$ cat config.mk
export PLATFORM = sky130hd
export DESIGN_NAME = dbg_spi_slave
export DESIGN_NICKNAME = d
export VERILOG_FILES = /design/src/rtl/dbg_spi_pkg.sv /design/src/rtl/dbg_spi_sync.sv /design/src/rtl/dbg_spi_slave.sv
export SDC_FILE = /design/constraint.sdc
export NUM_CORES = 1
export LEC_CHECK = 0
export BUFFER_PORTS_ARGS = -buffer_cell sky130_fd_sc_hd__clkbuf_2
export CAP_MARGIN = 20
export CORE_MARGIN = 8
export CORE_UTILIZATION = 30
export DETAILED_ROUTE_END_ITERATION = 12
export SYNTH_ARGS = -nofsm -noshare
export SYNTH_HDL_FRONTEND = slang
export SYNTH_SLANG_ARGS = --single-unit
export TNS_END_PERCENT = 50
$ cat constraint.sdc
create_clock -name i_nano_clk -period 2 [get_ports i_nano_clk]
set_input_delay 0.3 -clock i_nano_clk [delete_from_list [all_inputs] [get_ports i_nano_clk]]
set_output_delay 0.3 -clock i_nano_clk [all_outputs]
set_load 0.02 [all_outputs]
$ cat src/rtl/dbg_spi_pkg.sv
// Shared definitions for the SPI debug slave.
// Command codes, frame widths and FSM state encoding.
package dbg_spi_pkg;

    localparam int CMD_W = 8;

    localparam logic [CMD_W-1:0] CMD_WRITE = 8'h02;
    localparam logic [CMD_W-1:0] CMD_READ  = 8'h03;
    localparam logic [CMD_W-1:0] CMD_CTRL  = 8'h04;

    typedef enum logic [2:0] {
        ST_IDLE,
        ST_CMD,
        ST_ADDR,
        ST_WDATA,
        ST_RDATA,
        ST_CTRL,
        ST_IGNORE
    } dbg_spi_state_t;

endpackage

$ cat src/rtl/dbg_spi_sync.sv
// Multi-flop synchronizer for one asynchronous SPI pin.
// Reset value is a parameter so idle pin levels survive reset.
module dbg_spi_sync #(
    parameter int   STAGES  = 2,
    parameter logic RST_VAL = 1'b0
) (
    input  logic clk,
    input  logic rst,
    input  logic d,
    output logic q
);

    logic [STAGES-1:0] ff;

    // Shift the pin through the flop chain
    always_ff @(posedge clk or posedge rst) begin
        if (rst) ff <= {STAGES{RST_VAL}};
        else     ff <= {ff[STAGES-2:0], d};
    end

    assign q = ff[STAGES-1];

endmodule

$ cat src/rtl/dbg_spi_slave.sv
// SPI mode-0 debug slave: oversampled on the nano clock, decodes
// write / read / halt-control frames into debug memory strobes.
module dbg_spi_slave
    import dbg_spi_pkg::*;
#(
    parameter int ADDR_W      = 8,
    parameter int DATA_W      = 8,
    parameter int SYNC_STAGES = 2
) (
    input  logic              i_nano_clk,
    input  logic              i_nano_rst,
    input  logic              i_dbg_spi_en_n,
    input  logic              i_dbg_spi_sclk,
    input  logic              i_dbg_spi_mosi,
    output logic              o_dbg_spi_miso,
    output logic [ADDR_W-1:0] o_mem_addr,
    output logic [DATA_W-1:0] o_mem_wdata,
    output logic              o_mem_we,
    output logic              o_mem_re,
    input  logic [DATA_W-1:0] i_mem_rdata,
    output logic              o_dbg_halt,
    output logic              o_dbg_busy
);

    localparam int MAX_AD = (ADDR_W > DATA_W) ? ADDR_W : DATA_W;
    localparam int MAXW   = (CMD_W > MAX_AD) ? CMD_W : MAX_AD;
    localparam int CNT_W  = $clog2(MAXW + 1);
    localparam int SH_W   = MAXW - 1;

    localparam logic [CNT_W-1:0] CMD_LAST  = CNT_W'(CMD_W - 1);
    localparam logic [CNT_W-1:0] ADDR_LAST = CNT_W'(ADDR_W - 1);
    localparam logic [CNT_W-1:0] DATA_LAST = CNT_W'(DATA_W - 1);

    logic en_n_s, sclk_s, mosi_s;
    logic en_n_p, sclk_p;

    dbg_spi_sync #(.STAGES(SYNC_STAGES), .RST_VAL(1'b1)) u_sync_en (
        .clk (i_nano_clk),
        .rst (i_nano_rst),
        .d   (i_dbg_spi_en_n),
        .q   (en_n_s)
    );

    dbg_spi_sync #(.STAGES(SYNC_STAGES), .RST_VAL(1'b0)) u_sync_sclk (
        .clk (i_nano_clk),
        .rst (i_nano_rst),
        .d   (i_dbg_spi_sclk),
        .q   (sclk_s)
    );

    dbg_spi_sync #(.STAGES(SYNC_STAGES), .RST_VAL(1'b0)) u_sync_mosi (
        .clk (i_nano_clk),
        .rst (i_nano_rst),
        .d   (i_dbg_spi_mosi),
        .q   (mosi_s)
    );

    dbg_spi_state_t    state, state_n;
    logic [CNT_W-1:0]  cnt;
    logic [SH_W-1:0]   rx;
    logic [DATA_W-1:0] tx;
    logic              tx_live;
    logic              rd_cmd;
    logic              cap;

    logic rise, fall, en_fall;
    logic cmd_done, addr_done, wr_done, ctrl_done, rd_done;
    logic shift_rx, cnt_en;
    logic [CMD_W-1:0]  cmd_word;
    logic [ADDR_W-1:0] addr_word;
    logic [DATA_W-1:0] data_word;

    // Edge history of the synchronized chip select and clock
    always_ff @(posedge i_nano_clk or posedge i_nano_rst) begin
        if (i_nano_rst) begin
            en_n_p <= 1'b1;
            sclk_p <= 1'b0;
        end else begin
            en_n_p <= en_n_s;
            sclk_p <= sclk_s;
        end
    end

    assign rise    = sclk_s & ~sclk_p & ~en_n_s;
    assign fall    = ~sclk_s & sclk_p & ~en_n_s;
    assign en_fall = en_n_p & ~en_n_s;

    assign cmd_word  = {rx[CMD_W-2:0], mosi_s};
    assign addr_word = {rx[ADDR_W-2:0], mosi_s};
    assign data_word = {rx[DATA_W-2:0], mosi_s};

    // State register
    always_ff @(posedge i_nano_clk or posedge i_nano_rst) begin
        if (i_nano_rst) state <= ST_IDLE;
        else            state <= state_n;
    end

    // Next state and per-cycle frame events
    always_comb begin
        state_n   = state;
        cmd_done  = 1'b0;
        addr_done = 1'b0;
        wr_done   = 1'b0;
        ctrl_done = 1'b0;
        rd_done   = 1'b0;
        shift_rx  = 1'b0;
        cnt_en    = 1'b0;
        if (en_n_s) begin
            state_n = ST_IDLE;
        end else begin
            unique case (state)
                ST_IDLE: begin
                    if (en_fall) state_n = ST_CMD;
                end
                ST_CMD: begin
                    shift_rx = rise;
                    cnt_en   = rise;
                    if (rise && cnt == CMD_LAST) begin
                        cmd_done = 1'b1;
                        case (cmd_word)
                            CMD_WRITE, CMD_READ: state_n = ST_ADDR;
                            CMD_CTRL:            state_n = ST_CTRL;
                            default:             state_n = ST_IGNORE;
                        endcase
                    end
                end
                ST_ADDR: begin
                    shift_rx = rise;
                    cnt_en   = rise;
                    if (rise && cnt == ADDR_LAST) begin
                        addr_done = 1'b1;
                        state_n   = rd_cmd ? ST_RDATA : ST_WDATA;
                    end
                end
                ST_WDATA: begin
                    shift_rx = rise;
                    cnt_en   = rise;
                    if (rise && cnt == DATA_LAST) begin
                        wr_done = 1'b1;
                        state_n = ST_IGNORE;
                    end
                end
                ST_CTRL: begin
                    shift_rx = rise;
                    cnt_en   = rise;
                    if (rise && cnt == DATA_LAST) begin
                        ctrl_done = 1'b1;
                        state_n   = ST_IGNORE;
                    end
                end
                ST_RDATA: begin
                    cnt_en = rise & tx_live;
                    if (rise && tx_live && cnt == DATA_LAST) begin
                        rd_done = 1'b1;
                        state_n = ST_IGNORE;
                    end
                end
                ST_IGNORE: begin
                    state_n = ST_IGNORE;
                end
                default: state_n = ST_IDLE;
            endcase
        end
    end

    // Shift registers, bit counter and memory/halt outputs
    always_ff @(posedge i_nano_clk or posedge i_nano_rst) begin
        if (i_nano_rst) begin
            cnt         <= '0;
            rx          <= '0;
            tx          <= '0;
            tx_live     <= 1'b0;
            rd_cmd      <= 1'b0;
            cap         <= 1'b0;
            o_mem_addr  <= '0;
            o_mem_wdata <= '0;
            o_mem_we    <= 1'b0;
            o_mem_re    <= 1'b0;
            o_dbg_halt  <= 1'b0;
        end else begin
            o_mem_we <= wr_done;
            o_mem_re <= addr_done & rd_cmd;
            cap      <= o_mem_re;

            if (state_n != state) cnt <= '0;
            else if (cnt_en)      cnt <= cnt + 1'b1;

            if (shift_rx) rx <= {rx[SH_W-2:0], mosi_s};

            if (cmd_done) rd_cmd <= (cmd_word == CMD_READ);

            if (addr_done) begin
                o_mem_addr <= addr_word;
                tx         <= '0;
                tx_live    <= 1'b0;
            end

            if (wr_done)   o_mem_wdata <= data_word;
            if (ctrl_done) o_dbg_halt  <= mosi_s;

            // Master samples on rise, so only falls after a rise advance MISO
            if (cap && state == ST_RDATA) begin
                tx      <= i_mem_rdata;
                tx_live <= 1'b1;
            end else if (fall && state == ST_RDATA && tx_live && cnt != '0) begin
                tx <= {tx[DATA_W-2:0], 1'b0};
            end
        end
    end

    assign o_dbg_spi_miso = (state == ST_RDATA) & tx[DATA_W-1];
    assign o_dbg_busy     = (state != ST_IDLE);

endmodule

==> results.py <==
metrics = {
    "clock_tree": {
        "clk_pin_slew_ns": 0.09,
        "clk_latency_ns": 0.30,
        "htreeDepth": 2,
        "cts_buffers": 5,
        "cts_sinks": 52,
        "cts_tree": "built",
        "root_buffer": "clkbuf_8",
        "cts_buffer_depth": 2,
    },
    "layout": {
        "nets": 260,
        "diodes": 0,
        "final_area_mm2": 0.00284,
        "drive_gt1_share_pct": 36.6,
        "area_growth_syn_to_layout_pct": 20.7,
    },
    "sta": {
        "min_period_ns": 1.89,
        "drv_slew": 0,
        "max_freq_ghz": 0.530,
        "rsz0062_at_grt": "false",
        "fin_skew_ns": 0.00617,
        "setup_viol": 0,
        "hold_viol": 0,
        "fin_crit_sh_pct": 94.3,
        "slew_headroom_pct": 73.5,
        "tightest_slew_ns": 0.397,
        "tns_ns": 0,
    },
    "die": {
        "pin_count": 34,
        "rows": 32,
        "die-area_mm2": 0.0109,
        "coreArea_mm2": 0.00765,
        "die_y_um": 105,
        "initial_utilization_pct": 30.8,
        "chipWidth_um": 105,
    },
    "global_routing": {
        "first_global_vias": 1724,
        "grt_overflow": 0,
        "antenna_found_initial": 0,
        "grt_max_degree": 37,
        "globalRouteTotalUtil_pct": 9.01,
        "grt_pass1_wl_um": 8180,
    },
    "detailed_routing": {
        "wl_met3_um": 206,
        "wire_per_inst_um": 13.8,
        "first_pass_iters": 4,
        "viasPerCell": 4.70,
        "routed.top_layer": "met4",
        "m1WireLength_um": 2260,
        "vias": 1634,
        "met2WireLength_um": 2270,
        "antenna_left": 0,
        "drc_errors": 0,
        "routed_wl_um": 4810,
        "drt_first_iter_violations": 72,
    },
    "critical_path": {
        "cp.arrival_ns": 1.59,
        "critPathRequiredTime_ns": 1.70,
        "crit_buf_inv": 2,
        "crit_path_start_kind": "flop",
        "path_delay_family": "flip-flops",
        "slowest_stage": "dfrtp_1",
        "critPathKind": "reg2out",
        "crit_path_end_kind": "primary output",
        "path_cells": "buf_4 > nor2_1 > and3_1 > clkbuf_2",
        "max_stage_delay_ns": 0.49,
        "path_max_fanout": 10,
    },
    "yosys": {
        "synth_top_family_by_area": "simple AND/OR/NAND/NOR gates",
        "synth_top_area_share_pct": 52.1,
        "syn_area_mm2": 0.00235,
        "synth_area_leaders": "dfrtp_1 52%, mux2_2 6.7%, mux2_4 5.1%, dfstp_2 3.4%, o21ai_0 3.0%",
        "synth_warnings": 0,
        "syn_area_per_cell_um2": 11.8,
        "async_flop_share_pct": 100,
        "synth_fp_nets": 214,
        "yosys.area.top_type": "dfrtp_1",
        "synth_cell_types": 45,
        "synth_seq_cells": 52,
        "synth-edff-count": 0,
        "synth_adder_area_share_pct": 1.06,
        "synthMuxAreaShare_pct": 12.7,
        "synthTopCellsByCount": "49 x dfrtp_1, 16 x inv_1, 14 x mux2_2, 14 x o21ai_0, 10 x and3_1",
        "synth-xor-area-share_pct": 1.12,
        "synth_compound_area_share_pct": 11.2,
        "synth_ff_type": "dfrtp_1",
        "ys_seq_area_share_pct": 55.5,
        "syn_inst": 199,
        "synth-simple-area-share_pct": 13.8,
        "yosysMostFrequentCell": "dfrtp_1",
    },
    "placement": {
        "dpl.hpwl_um": 3460,
        "placed_area_mm2": 0.00272,
        "port_buffers": 33,
        "place_congestion": 0.769,
    },
    "run_status": {
        "status": "complete, no violations",
    },
    "power": {
        "power_leakage_nw": 1.43,
        "peakVddDrop_uv": 416,
        "power_density_mw_per_mm2": 702,
    },
    "worst_hold_path": {
        "hold_path.class": "in2reg",
    },
    "job": {
        "cap_violations": 0,
    },
}
[layout make-up]
type / count / area (um2)
repair buffers: 49 / 300
well taps: 102 / 128
clock inverters: 2 / 35.0
flip-flops and latches: 52 / 1310
fillers: 755 / 4810
clock buffers: 6 / 72.6
multi-input cells: 121 / 938
inverters: 16 / 60.1
[worst reg2reg max path, cell delays in order, from the launching register on]
cell,delay (ns)
dfrtp_1,0.39
ha_1,0.17
and3b_2,0.22
nand2_2,0.06
or4_1,0.40
buf_4,0.20
mux2_4,0.31
[logic make-up (layout without fill, tap and decap cells)]
kind of cell             Yosys count  in the layout
AO/OA/AOI/OAI                     39             39
adder cells (fa/ha/maj)            2              2
multiplexers                      24             24
XOR/XNOR                           3              3
AND/OR/NAND/NOR                   53             53
flip-flops                        52             52
buffers and inverters             26             73
[cells in the final DEF, fill, tap and decap left out, types with 3 or more instances in the layout]
cell type  Yosys  layout
o22a_1         7       7
dfrtp_1       49      49
nor3_1         5       5
nor3b_1        3       3
nand3_1        5       5
nand4_1        4       4
or3b_2         3       3
inv_1         16      15
nor2_1         6       6
dfstp_2        3       3
clkbuf_8       0       5
a21oi_1        5       5
and3_1        10      10
mux2_4         8       8
buf_4          1      14
o21ai_0       14      14
clkbuf_2       0      33
mux2_2        14      14
nand2_1        7       7
[routing by layer]
layer / GRT usage, % / vias to the layer above
met5: 0 / -
met1: 10.8 / 800
met3: 2.64 / 8
li1: - / 800
met4: 3.10 / 0
met2: 15.1 / 26
[final timing paths]
path	slack (ns)	to	cells past startpoint	startpoint
max	0.11	o_dbg_spi_miso	4	state[0]
min	0.08	u_sync_en.ff[0]	1	i_dbg_spi_en_n
max reg2reg	0.13	o_mem_wdata[0]	6	cnt[1]
min reg2reg	0.36	u_sync_mosi.ff[1]	0	u_sync_mosi.ff[0]
max in group asynchronous	0.92	u_sync_en.ff[0]	4	i_nano_rst
min in group asynchronous	0.50	tx[1]	3	i_nano_rst
[report_power, final]
group / internal [W] / total [W] / switching, W
Combinational: 0.0000773 / 0.000161 / 0.0000834
Clock: 0.000372 / 0.000702 / 0.000331
Sequential: 0.00109 / 0.00113 / 0.0000446
Total: 0.00154 / 0.00199 / 0.000459
[registers in the layout, indices dropped and copies added, names as in the netlist, 2 cells and up]
| name | cells |
|---|---|
| u_sync_sclk.ff | 2 |
| state | 3 |
| rx | 7 |
| o_mem_wdata | 8 |
| u_sync_mosi.ff | 2 |
| cnt | 4 |
| tx | 8 |
| o_mem_addr | 8 |
| u_sync_en.ff | 2 |
[metrics by stage]
stage / total power [W] / hold slack, ns / utilization (%) / setup slack, ns / std cells
after floorplan: 0.00125 / 0.304 / - / 0.122 / 199
after CTS: 0.00202 / 0.0815 / 37.1 / 0.100 / 348
after detailed placement: 0.00132 / 0.296 / 35.6 / 0.127 / 339
after global placement: 0.00131 / 0.284 / 35.6 / 0.157 / 339
after global routing: 0.00209 / 0.0735 / 37.1 / 0.00978 / 348
final: 0.00199 / 0.0824 / 37.1 / 0.114 / 348
[what timing repair did]
action	in CTS	in global routing
hold endpoints to repair	15	0
resized for setup	0	1
setup buffers	0	0
endpoints found under the setup margin	0	8
hold buffers	1	0
Power figures use the tool's default switching activity.
